**config.mk**
```make
export PLATFORM = sky130hd
export DESIGN_NAME = memory_cycle
export DESIGN_NICKNAME = d
export VERILOG_FILES = /design/src/rtl/memory_cycle.sv
export SDC_FILE = /design/constraint.sdc
export NUM_CORES = 1
export LEC_CHECK = 0
export CORE_MARGIN = 4
export CORE_UTILIZATION = 44
export CTS_BUF_LIST = sky130_fd_sc_hd__clkbuf_8 sky130_fd_sc_hd__clkbuf_16
export CTS_CLUSTER_DIAMETER = 80
export DETAILED_ROUTE_END_ITERATION = 16
export GPL_ROUTABILITY_DRIVEN = 0
export PLACE_DENSITY = 0.95
export SKIP_LAST_GASP = 1
export SYNTH_ARGS = -nofsm -noshare
export SYNTH_HDL_FRONTEND = slang
export SYNTH_SLANG_ARGS = --single-unit
```
**constraint.sdc**
```tcl
create_clock -name clk -period 5.2 [get_ports clk]
set_input_delay 1.04 -clock clk [delete_from_list [all_inputs] [get_ports clk]]
set_output_delay 1.04 -clock clk [all_outputs]
set_load 0.005 [all_outputs]
```
**src/rtl/memory_cycle.sv**
```systemverilog
// M-stage memory access unit: issues one load/store per instruction over a
// req/ack memory port and fills the MEM/WB pipeline register.
module memory_cycle #(
    parameter int unsigned TIMEOUT = 64
) (
    input  logic        clk,
    input  logic        rst,
    input  logic        ValidM,
    input  logic        RegWriteM,
    input  logic        MemWriteM,
    input  logic        ResultSrcM,
    input  logic [4:0]  RD_M,
    input  logic [31:0] PCPlus4M,
    input  logic [31:0] ALU_ResultM,
    input  logic [31:0] WriteDataM,
    output logic        StallM,
    output logic        mem_req,
    output logic        mem_we,
    output logic [31:0] mem_addr,
    output logic [31:0] mem_wdata,
    input  logic [31:0] mem_rdata,
    input  logic        mem_ack,
    output logic        ValidW,
    output logic        RegWriteW,
    output logic        ResultSrcW,
    output logic [4:0]  RD_W,
    output logic [31:0] PCPlus4W,
    output logic [31:0] ALU_ResultW,
    output logic [31:0] ReadDataW,
    output logic        mem_err
);

    localparam int unsigned CW = (TIMEOUT > 2) ? $clog2(TIMEOUT) : 1;

    typedef enum logic {IDLE, BUSY} state_t;

    typedef struct packed {
        logic        valid;
        logic        reg_write;
        logic        result_src;
        logic [4:0]  rd;
        logic [31:0] pc_plus4;
        logic [31:0] alu_result;
        logic [31:0] read_data;
    } wb_t;

    state_t        state, state_d;
    logic [CW-1:0] cnt, cnt_d;
    logic          req_d, we_d, err_d, stall;
    logic [31:0]   addr_d, wdata_d;
    wb_t           wb_q, wb_d, wb_from_m;

    logic access, aligned, timeout_hit;

    assign access      = ValidM && (MemWriteM || ResultSrcM);
    assign aligned     = (ALU_ResultM[1:0] == 2'b00);
    assign timeout_hit = (cnt == CW'(TIMEOUT - 1));

    // The M inputs are held by upstream for the whole access, so they are
    // used directly when the access completes rather than being copied.
    assign wb_from_m = '{
        valid:      ValidM,
        reg_write:  ValidM & RegWriteM,
        result_src: ResultSrcM,
        rd:         RD_M,
        pc_plus4:   PCPlus4M,
        alu_result: ALU_ResultM,
        read_data:  32'h0
    };

    always_comb begin
        // NOTE: every signal gets a default first so no path can infer a latch.
        state_d = state;
        cnt_d   = cnt;
        req_d   = mem_req;
        we_d    = mem_we;
        addr_d  = mem_addr;
        wdata_d = mem_wdata;
        err_d   = 1'b0;
        stall   = 1'b0;
        wb_d    = '0;

        case (state)
            IDLE: begin
                if (!access) begin
                    wb_d = ValidM ? wb_from_m : '0;
                end else if (aligned) begin
                    stall   = 1'b1;
                    state_d = BUSY;
                    req_d   = 1'b1;
                    we_d    = MemWriteM;
                    addr_d  = ALU_ResultM;
                    wdata_d = WriteDataM;
                    cnt_d   = '0;
                end else begin
                    err_d          = 1'b1;
                    wb_d           = wb_from_m;
                    wb_d.reg_write = 1'b0;
                end
            end
            BUSY: begin
                if (mem_ack) begin
                    wb_d           = wb_from_m;
                    wb_d.read_data = MemWriteM ? 32'h0 : mem_rdata;
                    req_d          = 1'b0;
                    we_d           = 1'b0;
                    state_d        = IDLE;
                end else if (timeout_hit) begin
                    wb_d           = wb_from_m;
                    wb_d.reg_write = 1'b0;
                    err_d          = 1'b1;
                    req_d          = 1'b0;
                    we_d           = 1'b0;
                    state_d        = IDLE;
                end else begin
                    stall = 1'b1;
                    cnt_d = cnt + 1'b1;
                end
            end
            default: state_d = IDLE;
        endcase
    end

    // Stall must read 0 while reset is held, even with an access presented.
    assign StallM = rst & stall;

    // NOTE: state updates use non-blocking assignments so every register
    // samples the pre-edge values; reset clears all of them asynchronously.
    always_ff @(posedge clk or negedge rst) begin
        if (!rst) begin
            state     <= IDLE;
            cnt       <= '0;
            mem_req   <= 1'b0;
            mem_we    <= 1'b0;
            mem_addr  <= 32'h0;
            mem_wdata <= 32'h0;
            mem_err   <= 1'b0;
            wb_q      <= '0;
        end else begin
            state     <= state_d;
            cnt       <= cnt_d;
            mem_req   <= req_d;
            mem_we    <= we_d;
            mem_addr  <= addr_d;
            mem_wdata <= wdata_d;
            mem_err   <= err_d;
            wb_q      <= wb_d;
        end
    end

    assign ValidW      = wb_q.valid;
    assign RegWriteW   = wb_q.reg_write;
    assign ResultSrcW  = wb_q.result_src;
    assign RD_W        = wb_q.rd;
    assign PCPlus4W    = wb_q.pc_plus4;
    assign ALU_ResultW = wb_q.alu_result;
    assign ReadDataW   = wb_q.read_data;

endmodule

```
==> flow_summary.ini <==
[placed_design]
place_inst = 894
numPortBuffers = 311
place_ws_ns = 0.963
hpwl_um = 13000
placed_area_mm2 = 0.00972

[synthesis]
seq_area_frac_synth_pct = 68.6
yosys-top-cells-area = dfrtp_1 69%, a21boi_0 8.1%, mux2_2 6.9%
async_flop_share_pct = 100
synthDistinctLibCells = 39
synth_edf_count = 0
yosysTopAreaCell = dfrtp_1
syn_inst = 423
synth_area_mm2 = 0.00649
synth.ff_latch_count = 178
yosys_most_used_dff = dfrtp_1
yosysWarnings = 0
synth_top_cell_area_share_pct = 68.6
syn_area_per_cell_um2 = 15.4
syn_nets = 564

[timing]
setup_ws_ns = 0.899
worst_slew_pin_slew_ns = 1.27
grt_setup_unrepaired = false
skew_ns = 0.0122
tns_ns = 0
setup-violations-final = 0
slew_violations = 0
relSlewSlack_pct = 15.0
post-route-period-util_pct = 82.7
period_minus_slack_ns = 4.30
whs_ns = 0.479
hold_viol_final = 0
max_freq_ghz = 0.232

[cts]
cts_hold_buffers = 0
root_buffer = clkbuf_16
cts-resized-gates = 0
numCtsBuffers = 17
cts.sink_count = 178
htree_levels = 4
clk_pin_slew_worst_paths_ns = 0.06
cts_buffer_depth = 2
cts_tree = built
clk_latency_ns = 0.42
post_cts_buffers = 0

[floorplan]
io_pins = 312
dieArea_mm2 = 0.0168
fp.dieH_um = 129
start_util_pct = 44.9
num_rows = 44
core_area_mm2 = 0.0145
die_w_um = 129

[drt]
vias = 4659
drtIter0Drc = 276
ant_nets = 0
drt-pass1-iter-count = 5
routed_wl_um = 18100
post-route-drc-count = 0
avgRoutedWirePerCell_um = 19.5
vias_per_cell = 5.03

[power]
peakVddDrop_uv = 207
p_total_mw = 3.64
p_per_area_mw_per_mm2 = 353
p_leak_nw = 4.65

[global_route]
grt_pass1_vias = 5240
grt_remaining_overflow = 0
grt_antenna_before_repair = 0
grt_first_pass_wirelength_um = 27700
grt.total_usage_pct = 21.5
grt_max_degree = 86

[run]
cap_viol_max_count = 0

[finish]
final_common_cell = clkdlybuf4s50_1
nets = 870
layout.cells.non_filler = 926
final_cell_mix = 310 x clkdlybuf4s50_1, 178 x dfrtp_1, 70 x a21boi_0
fin_util_pct = 71.1
drive_gt1_share_pct = 14.3
area_growth_pct = 58.5
diodes = 0
final_cell_area_mm2 = 0.0103

[critical_path]
arrival_ns = 3.26
rrSetupSlack_ns = 2.88
crit_type = primary input to output port
required_ns = 4.16
start_kind = primary input
cp_max_fo = 8
end_kind = output port

[min_path]
min_path_type = register to register

[run_status]
status = finished clean
## cells by family after synthesis
group	share of synthesized area, %
adder cells (fa/ha/maj)	0.193
AND/OR/NAND/NOR	5.39
buffers and inverters	2.85
multiplexers	12.6
AO/OA/AOI/OAI	10.3
XOR/XNOR	0.135
flip-flops	68.6
## flip-flops by register name, indices dropped and copies added (netlist names)
| signal | count |
|---|---|
| cnt | 6 |
| ResultSrcW | 1 |
| ValidW | 1 |
| mem_addr | 32 |
| mem_wdata | 32 |
| state | 1 |
| RegWriteW | 1 |
| PCPlus4W | 32 |
| mem_req | 1 |
| mem_err | 1 |
| ALU_ResultW | 32 |
| ReadDataW | 32 |
| mem_we | 1 |
| RD_W | 5 |
## power breakdown
group          internal (mW)  switching (mW)  total (mW)
clock network          0.676           0.562        1.24
registers               1.55          0.0975        1.65
logic                  0.503           0.243       0.746
total                   2.73           0.902        3.64
## synth_stat cells, drive strengths merged, types with 2 or more instances
| library cell | number |
|---|---|
| a21boi | 70 |
| a32o | 2 |
| and2 | 3 |
| and3 | 33 |
| buf | 10 |
| clkbuf | 19 |
| dfrtp | 178 |
| inv | 2 |
| mux2 | 63 |
| mux2i | 2 |
| nand2 | 5 |
| nand2b | 2 |
| nand3 | 5 |
| nor2 | 2 |
| nor2b | 2 |
| nor3 | 3 |
| o211a | 2 |
| o21ai | 2 |
| o31ai | 3 |
## worst max-delay path: stages
cell and delay (ns):
clkdlybuf4s50_1 0.44, or2_1 0.38, or3_2 0.52, a21boi_0 0.30
clkdlybuf4s50_1 0.59
## worst paths after layout
kind / startpoint / to / cells past startpoint
min in group asynchronous: rst / mem_wdata[13] / 1
max: ALU_ResultM[0] / StallM / 5
max reg2reg: cnt[0] / ALU_ResultW[30] / 4
min reg2reg: mem_req / mem_req / 1
min: mem_req / mem_req / 1
max in group asynchronous: rst / ALU_ResultW[28] / 2
## final cells by class
| type | count | area, µm² |
|---|---|---|
| clock buffer | 17 | 425 |
| clock inverter | 15 | 148 |
| fill | 895 | 4190 |
| inverter | 2 | 7.51 |
| multi-input combinational | 214 | 1880 |
| sequential | 178 | 4450 |
| tap | 184 | 230 |
| timing repair buffer | 316 | 3150 |
## metal layers
metal / up-vias / share of wire (%) / GRT usage (%)
met5: - / 0 / 0
met4: 0 / 2.2 / 7.76
met3: 31 / 9.5 / 7.17
met2: 234 / 53 / 39.6
met1: 2302 / 35 / 22.8
li1: 2092 / - / -
Power figures use the tool's default switching activity.
